### src/rtl/quiz_pkg.sv
// Shared constants for the quiz controller: key channel indices and board defaults.
// Imported by key_debounce_bank and by anything that needs to name a key by role.
package quiz_pkg;

    // Key channel indices into key_raw / key_level / key_rise / key_fall.
    localparam int unsigned KEY_K1    = 0;
    localparam int unsigned KEY_K2    = 1;
    localparam int unsigned KEY_K3    = 2;
    localparam int unsigned KEY_K4    = 3;
    localparam int unsigned KEY_OK    = 4;
    localparam int unsigned KEY_STOP  = 5;
    localparam int unsigned KEY_ADD   = 6;
    localparam int unsigned KEY_RESET = 7;

    localparam int unsigned N_KEYS_DEFAULT = 8;

    // 10 ms of bounce rejection at the 50 MHz board clock.
    localparam int unsigned DB_CYCLES_50MHZ = 500000;

endpackage : quiz_pkg

### src/rtl/key_debounce_cell.sv
// Single key channel: polarity correction, two-flop synchroniser, bounce
// counter, debounced level and registered one-cycle rise/fall pulses.
// With KEY_REPEAT_EN defined, a held key also emits repeat rise pulses.
//
// Ports:
//   clk        system clock
//   rst        asynchronous active-low reset
//   key_raw    unsynchronised button input
//   key_level  debounced active-high level
//   key_rise   one-cycle pulse on accepted press (and on repeats if enabled)
//   key_fall   one-cycle pulse on accepted release
//   cnt_nz_c   debounce counter is non-zero (combinational from flops)
module key_debounce_cell #(
    parameter int unsigned DB_CYCLES     = 4,
    parameter bit          ACTIVE_LOW    = 1'b0
`ifdef KEY_REPEAT_EN
    ,
    parameter int unsigned REPEAT_DELAY  = 10,
    parameter int unsigned REPEAT_PERIOD = 3
`endif
) (
    input  logic clk,
    input  logic rst,
    input  logic key_raw,
    output logic key_level,
    output logic key_rise,
    output logic key_fall,
    output logic cnt_nz_c
);

    localparam int unsigned CNT_W = $clog2(DB_CYCLES);

    logic             key_in_c;
    logic             accept_c;
    logic             sync1_q, sync1_d;
    logic             sync2_q, sync2_d;
    logic             stable_q, stable_d;
    logic             rise_q, rise_d;
    logic             fall_q, fall_d;
    logic [CNT_W-1:0] cnt_q, cnt_d;

`ifdef KEY_REPEAT_EN
    localparam int unsigned HOLD_W = $clog2(REPEAT_DELAY + 1);

    logic [HOLD_W-1:0] hold_q, hold_d;
`endif

    assign key_in_c = key_raw ^ ACTIVE_LOW;

    // Synchronised input has differed from the stable value for DB_CYCLES edges.
    assign accept_c = (sync2_q != stable_q) && (cnt_q == CNT_W'(DB_CYCLES - 1));

    // Next-state: synchroniser shift, bounce counter, pulse generation.
    always_comb begin
        sync1_d  = key_in_c;
        sync2_d  = sync1_q;
        stable_d = stable_q;
        cnt_d    = '0;
        rise_d   = 1'b0;
        fall_d   = 1'b0;

        if (accept_c) begin
            stable_d = sync2_q;
            rise_d   = sync2_q;
            fall_d   = ~sync2_q;
        end else if (sync2_q != stable_q) begin
            cnt_d = cnt_q + CNT_W'(1);
        end

`ifdef KEY_REPEAT_EN
        // Hold counter restarts at the press pulse; after the first repeat it is
        // rewound so the next firing lands REPEAT_PERIOD edges later. No repeat
        // is issued on the edge that accepts the release.
        hold_d = '0;
        if (stable_q && !accept_c) begin
            if (hold_q == HOLD_W'(REPEAT_DELAY - 1)) begin
                hold_d = HOLD_W'(REPEAT_DELAY - REPEAT_PERIOD);
                rise_d = 1'b1;
            end else begin
                hold_d = hold_q + HOLD_W'(1);
            end
        end
`endif
    end

    // State registers.
    always_ff @(posedge clk or negedge rst) begin
        if (!rst) begin
            sync1_q  <= 1'b0;
            sync2_q  <= 1'b0;
            stable_q <= 1'b0;
            cnt_q    <= '0;
            rise_q   <= 1'b0;
            fall_q   <= 1'b0;
        end else begin
            sync1_q  <= sync1_d;
            sync2_q  <= sync2_d;
            stable_q <= stable_d;
            cnt_q    <= cnt_d;
            rise_q   <= rise_d;
            fall_q   <= fall_d;
        end
    end

`ifdef KEY_REPEAT_EN
    // Repeat hold counter.
    always_ff @(posedge clk or negedge rst) begin
        if (!rst) begin
            hold_q <= '0;
        end else begin
            hold_q <= hold_d;
        end
    end
`endif

    assign key_level = stable_q;
    assign key_rise  = rise_q;
    assign key_fall  = fall_q;
    assign cnt_nz_c  = |cnt_q;

endmodule : key_debounce_cell

### src/rtl/key_debounce_bank.sv
// Bank of independent key debouncers feeding the buzzer-lock / scoring logic.
// Optional key auto-repeat is enabled by defining KEY_REPEAT_EN.
//
// Ports:
//   clk        system clock
//   rst        asynchronous active-low reset
//   key_raw    unsynchronised button inputs, one bit per key
//   key_level  debounced active-high key state
//   key_rise   one-cycle pulse when a key is accepted as pressed
//   key_fall   one-cycle pulse when a key is accepted as released
//   key_busy   any channel has a non-zero debounce counter
module key_debounce_bank
    import quiz_pkg::*;
#(
    parameter int unsigned N_KEYS        = N_KEYS_DEFAULT,
    parameter int unsigned DB_CYCLES     = DB_CYCLES_50MHZ,
    parameter bit          ACTIVE_LOW    = 1'b0,
    parameter int unsigned REPEAT_DELAY  = 25000000,
    parameter int unsigned REPEAT_PERIOD = 5000000
) (
    input  logic              clk,
    input  logic              rst,
    input  logic [N_KEYS-1:0] key_raw,
    output logic [N_KEYS-1:0] key_level,
    output logic [N_KEYS-1:0] key_rise,
    output logic [N_KEYS-1:0] key_fall,
    output logic              key_busy
);

    // Elaboration-time parameter sanity.
    if (DB_CYCLES < 2) begin : g_bad_db_cycles
        $error("key_debounce_bank: DB_CYCLES must be at least 2");
    end
    if (REPEAT_PERIOD == 0 || REPEAT_PERIOD > REPEAT_DELAY) begin : g_bad_repeat
        $error("key_debounce_bank: need 0 < REPEAT_PERIOD <= REPEAT_DELAY");
    end

    logic [N_KEYS-1:0] cnt_nz_c;

    // One debounce channel per key.
    for (genvar i = 0; i < N_KEYS; i++) begin : g_cell
        key_debounce_cell #(
            .DB_CYCLES     (DB_CYCLES),
            .ACTIVE_LOW    (ACTIVE_LOW)
`ifdef KEY_REPEAT_EN
            ,
            .REPEAT_DELAY  (REPEAT_DELAY),
            .REPEAT_PERIOD (REPEAT_PERIOD)
`endif
        ) u_cell (
            .clk       (clk),
            .rst       (rst),
            .key_raw   (key_raw[i]),
            .key_level (key_level[i]),
            .key_rise  (key_rise[i]),
            .key_fall  (key_fall[i]),
            .cnt_nz_c  (cnt_nz_c[i])
        );
    end

    assign key_busy = |cnt_nz_c;

endmodule : key_debounce_bank

### config.mk
export PLATFORM = sky130hd
export DESIGN_NAME = key_debounce_bank
export DESIGN_NICKNAME = d
export VERILOG_FILES = /design/src/rtl/quiz_pkg.sv /design/src/rtl/key_debounce_cell.sv /design/src/rtl/key_debounce_bank.sv
export SDC_FILE = /design/constraint.sdc
export NUM_CORES = 1
export LEC_CHECK = 0
export BUFFER_PORTS_ARGS = -buffer_cell sky130_fd_sc_hd__buf_2
export CORE_AREA = 5 5 138 140
export CTS_CLUSTER_DIAMETER = 120
export DETAILED_ROUTE_END_ITERATION = 10
export DIE_AREA = 0 0 143 145
export HOLD_SLACK_MARGIN = 0.02
export PLACE_DENSITY_LB_ADDON = 0.3
export SLEW_MARGIN = 20
export SYNTH_ARGS = -nofsm -noshare
export SYNTH_HDL_FRONTEND = slang
export SYNTH_SLANG_ARGS = --single-unit
### constraint.sdc
create_clock -name clk -period 2.25 [get_ports clk]
set_input_delay 0.3375 -clock clk [delete_from_list [all_inputs] [get_ports clk]]
set_output_delay 0.3375 -clock clk [all_outputs]
set_load 0.01 [all_outputs]
=== Yosys cells after proc, flatten, opt, wreduce, memory -nomap -nowiden ===
Cells that the tools add are included.

* Input port bits: 10
* Register bits after elaboration: 192
* Output and inout port bits: 25
* Logic and storage cells: 121

* Reductions and logical operators: 9
* Bitwise gates (word level): 8
* Equal/unequal tests: 16
* Add/subtract/negate cells: 8
* Mux-type cells: 32

{| class="wikitable"
|+ Operators with widths
! cell !! count
|-
| 2-to-1 mux 19 bit || 16
|-
| adder 19 x 1 -> 19 bit (second input constant) || 8
|-
| == test 19 bit (second input constant) || 8
|-
| OR reduction 152 bit || 1
|-
| 2-to-1 mux 1 bit || 16
|-
| logical AND 1 bit || 8
|-
| != test 1 bit || 8
|-
| NOT 1 bit || 8
|}

=== Longest topological paths before layout ===
* Depth after elaboration: 3
* Gate-level depth with buffers: 6
* Gate-level depth less buffers: 6

=== By module ===
Synthesis repeated with hierarchy kept, for this count alone.

* Cell total of the unflattened synthesis: 963
* Area, all modules: 9585.4 um^2

{| class="wikitable"
|+ By module, submodules not included
! module !! seq. area each (um^2) !! area each (um^2) !! instances !! cells each
|-
| key_debounce_cell || 600.6 || 1196.1 || 8 || 120
|-
| key_debounce_bank || 0.0 || 16.3 || 1 || 3
|}

=== Worst setup path after synthesis ===
OpenSTA, ideal clock, no wires.

* Path kind: reg2reg
* Start: register g_cell[4].u_cell.cnt_q[0]
* End: register g_cell[4].u_cell.cnt_q[10]
* Setup slack: 0.338 ns
* Setup time: 0.121 ns
* Arrival time: 1.791 ns
* Cell stages (with the launch flop): 6
* Required time: 2.129 ns
* Path buffers: 1
* Clock period less this slack: 1.912 ns
* Cells stage by stage: dfrtp_1 -> ha_1 -> nand4_1 -> o41ai_4 -> buf_2 -> nor2_1

* Word-level cells in the longest chain between the ends: 3
* Elaborated cells between the ends (all ways): 5
* Classes of those cells: 1 x add/sub; 1 x eq/ne; 2 x mux; 1 x reduce/logical

{| class="wikitable"
|+ Ends and longest elaborated chain
! element !! line !! RTL
|-
| start: declaration || key_debounce_cell.sv:40 || <nowiki>logic [CNT_W-1:0] cnt_q, cnt_d;</nowiki>
|-
| start signal: assignment || key_debounce_cell.sv:99 || <nowiki>cnt_q <= cnt_d;</nowiki>
|-
| adder 19 x 1 -> 19 bit or == test 19 bit (tied branches) || key_debounce_cell.sv:67, key_debounce_cell.sv:51 ||
|-
| 2-to-1 mux 19 bit or logical AND 1 bit (tied branches) || key_debounce_cell.sv:66, key_debounce_cell.sv:51 ||
|-
| 2-to-1 mux 19 bit (*) || key_debounce_cell.sv:62 || <nowiki>if (accept_c) begin</nowiki>
|-
| named net g_cell[4].u_cell.cnt_d[10] || key_debounce_cell.sv:40 ||
|}

Mark *: on every way through the listed nets, which the timed path passes. The rest lies on a longest branch.
A chain may end at the register's enable or synchronous reset.

=== Final worst setup path ===
* Start: register g_cell[5].u_cell.cnt_q[18]
* End: output key_busy

* Word-level cells in the longest chain between the ends: 1

{| class="wikitable"
|+ Ends and longest elaborated chain
! element !! line !! RTL
|-
| start: declaration || key_debounce_cell.sv:40 ||
|-
| start signal: assignment || key_debounce_cell.sv:99 ||
|-
| OR reduction 152 bit || key_debounce_bank.sv:61 || <nowiki>assign key_busy = |cnt_nz_c;</nowiki>
|-
| end: declaration || key_debounce_bank.sv:27 || <nowiki>output logic key_busy</nowiki>
|}

Every way passes these cells.

==> results.py <==
metrics = {
    "floorplan": {
        "die-area_um2": 20740,
        "core_um2": 17720,
        "start_util_pct": 53.67,
        "row_count": 49,
        "die_h_um": 145,
        "chipWidth_um": 143,
        "io_pins": 35,
    },
    "grt": {
        "grt_pass1_wl_mm": 33.47,
        "antenna_found_initial": 0,
        "grt_usage_pct": 19.41,
        "grt_overflow": 0,
        "grt_max_degree": 63,
        "grt_pass1_vias": 6913,
    },
    "cells_and_area": {
        "drive_gt1_share_pct": 15.69,
        "final_cell_mix": "dfrtp_1 (187), nor2_1 (133), xnor2_1 (76)",
        "nNetsFinal": 1036,
        "antennaDiodeCount": 0,
        "syn_to_final_growth_pct": 15.75,
        "layout_commonest_cell": "dfrtp_1",
        "stdcell_count": 1255,
    },
    "critical_path": {
        "worst-path-max-fanout": 4,
        "worstSetupStartpointType": "flop",
        "crit_required_ns": 1.91,
        "cp_slowest_cell": "dfrtp_1",
        "path_class": "flop to primary output",
        "cpMostUsedCell": "nand4_1",
        "crit_arrival_ns": 2.05,
        "worstPathCellList": "nor4_2, nand4_1, nor4_4, nand4_1, buf_2",
        "cpLargestDelayFamily": "simple AND/OR/NAND/NOR gates",
        "slowest_delay_ns": 0.42,
        "critPathCaptureType": "primary output",
        "crit_buf_inv": 1,
    },
    "detailed_routing": {
        "drc_errors": 0,
        "ant_nets": 0,
        "vias": 7119,
        "firstDrtPassIters": 4,
        "drt-total-wl_mm": 19.52,
        "wl_per_cell_um": 15.56,
        "via_per_inst": 5.673,
        "drt_iter0_drc": 443,
    },
    "synth": {
        "yosys_warnings": 0,
        "synth_cells": 946,
        "syn_nets": 968,
        "async_reset_ff_share_pct": 100.0,
        "avgSynthCellArea_um2": 10.05,
        "yosysSeqAreaShare_pct": 50.53,
        "yosysUniqueCellTypes": 34,
        "syn_area_um2": 9509,
        "synth-edff-count": 0,
        "yosys_register_bits": 192,
        "synth_ff_type": "dfrtp_1",
    },
    "sta": {
        "post-route-period-util_pct": 106.0,
        "fmax_mhz": 419.3,
        "fin_tns_setup_ns": -0.1350,
        "rsz0062_at_grt": "true",
        "postLayoutSetupSlackWorst_ns": -0.1350,
        "final.setup_skew_ns": 0.004903,
        "hold_viol": 0,
        "finalWorstPathRequiredPeriod_ns": 2.385,
        "worstMarginPinSlew_ns": 0.5684,
        "relSlewSlack_pct": 61.76,
        "setup_violations": 1,
        "slew_viol_final": 0,
    },
    "min_path": {
        "hold_class": "flop to flop",
    },
    "clock_tree": {
        "tritoncts": "yes",
        "cts.path.max_buffers": 2,
        "clk_pin_slew_ns": 0.07,
        "clk_latency_ns": 0.43,
        "cts_buffers": 17,
        "numClockSinks": 192,
        "root_buffer": "clkbuf_16",
        "cts.htree.levels": 4,
    },
    "placement": {
        "portBuffers": 34,
        "gp_congestion": 0.8257,
        "dp_hpwl_mm": 13.43,
        "dp.cells": 1212,
    },
    "pwr": {
        "vdd_ir_drop_max_v": 0.0005404,
        "cellLeakagePower_nw": 4.744,
        "power.density_nw_per_um2": 650.7,
        "total_power_mw": 7.162,
    },
    "status": {
        "status": "finished, violations left",
        "failed_checks": "setup timing",
    },
    "job": {
        "drv_cap": 0,
    },
}
==> per-layer routing <==
layer / vias to the layer above / global-route usage, % / wire, um
li1: 3491 / - / -
met5: - / 0 / 0
met1: 3466 / 27.76 / 9123
met4: 0 / 5.181 / 233
met2: 139 / 30.43 / 9470
met3: 23 / 3.817 / 695
==> registers in the layout, indices dropped and copies added, names as in the netlist <==
register,cells
g_cell.u_cell.cnt_q,152
g_cell.u_cell.key_fall,8
g_cell.u_cell.key_rise,8
g_cell.u_cell.key_level,8
g_cell.u_cell.sync2_q,8
g_cell.u_cell.sync1_q,8
==> Yosys cell counts, drive strengths merged, types with 8 or more instances <==
master	count	area, um^2
a21oi	34	170.2
and2	12	75.07
and4	8	70.07
buf	46	292.8
dfrtp	192	4805
ha	12	150.1
inv	36	135.1
mux2	8	90.09
nand2	49	186.4
nand2b	8	50.05
nand3	63	320.3
nand4	40	281.5
nor2	133	499.2
nor2b	8	50.05
nor3	14	70.07
nor4	76	475.5
o21ai	13	65.06
o31ai	17	127.6
o41ai	12	244.0
or3	23	143.9
or4	17	127.6
xnor2	76	665.6
xor2	34	297.8
==> what timing repair did <==
| item | 4_1_cts | 5_1_grt |
|---|---|---|
| setup endpoints to repair | 1 | 1 |
| buffers inserted | 3 | 0 |
| resized for setup | 13 | 13 |
| pin swaps | 8 | 4 |
| hold buffers | 9 | 0 |
| hold endpoints to repair | 36 | 0 |
==> power by group <==
| part | switching [mW] | internal (mW) | total, mW |
|---|---|---|---|
| Clock | 1.29 | 1.97 | 3.26 |
| Sequential | 0.0616 | 3.50 | 3.56 |
| Combinational | 0.201 | 0.134 | 0.335 |
| Total | 1.56 | 5.61 | 7.16 |
==> final cells by class <==
cell class	instances	area, um^2
inverter	36	135.1
fill	1394	6711
multi-input combinational	671	4415
timing repair buffer	96	716.9
sequential	192	4811
clock buffer	18	429.2
tap	229	286.5
clock inverter	13	212.7
==> cell families (layout without fill, tap and decap cells) <==
logic type      count (synthesis)  in the layout  synth area share, %
compound gates                 76             76                6.381
xor+xnor                      110            110                10.13
fa+ha+maj                      12             12                1.579
buf+inv                        83            163                4.539
flops                         192            192                50.53
mux                             8              8               0.9474
simple gates                  465            465                25.89
==> path summary, 6_finish.rpt <==
check / start / endpoint / slack (ns) / depth (start not counted)
max reg2reg: g_cell[7].u_cell.cnt_q[0] / g_cell[7].u_cell.key_level / 0.16 / 4
min reg2reg: g_cell[1].u_cell.sync1_q / g_cell[1].u_cell.sync2_q / 0.35 / 0
max in group asynchronous: rst / g_cell[4].u_cell.cnt_q[2] / 1.25 / 3
min: g_cell[1].u_cell.sync1_q / g_cell[1].u_cell.sync2_q / 0.35 / 0
min in group asynchronous: rst / g_cell[2].u_cell.key_fall / 0.37 / 2
max: g_cell[5].u_cell.cnt_q[18] / key_busy / -0.14 / 5
==> per-stage QoR <==
| stage | area (um^2) | setup slack, ns | util, % | hold WS [ns] |
|---|---|---|---|---|
| CTS | 10940 | -0.1952 | 61.73 | 0.3492 |
| detailed placement | 10100 | 0.09592 | 57.02 | 0.2638 |
| finish | 11010 | -0.1350 | 62.12 | 0.3478 |
| floorplan | 9509 | 0.3378 | - | 0.04191 |
| global placement | 10100 | 0.1195 | 57.02 | 0.2620 |
| global route | 11010 | -0.2609 | 62.12 | 0.3535 |
No activity file was read; power rests on OpenSTA's default activity.
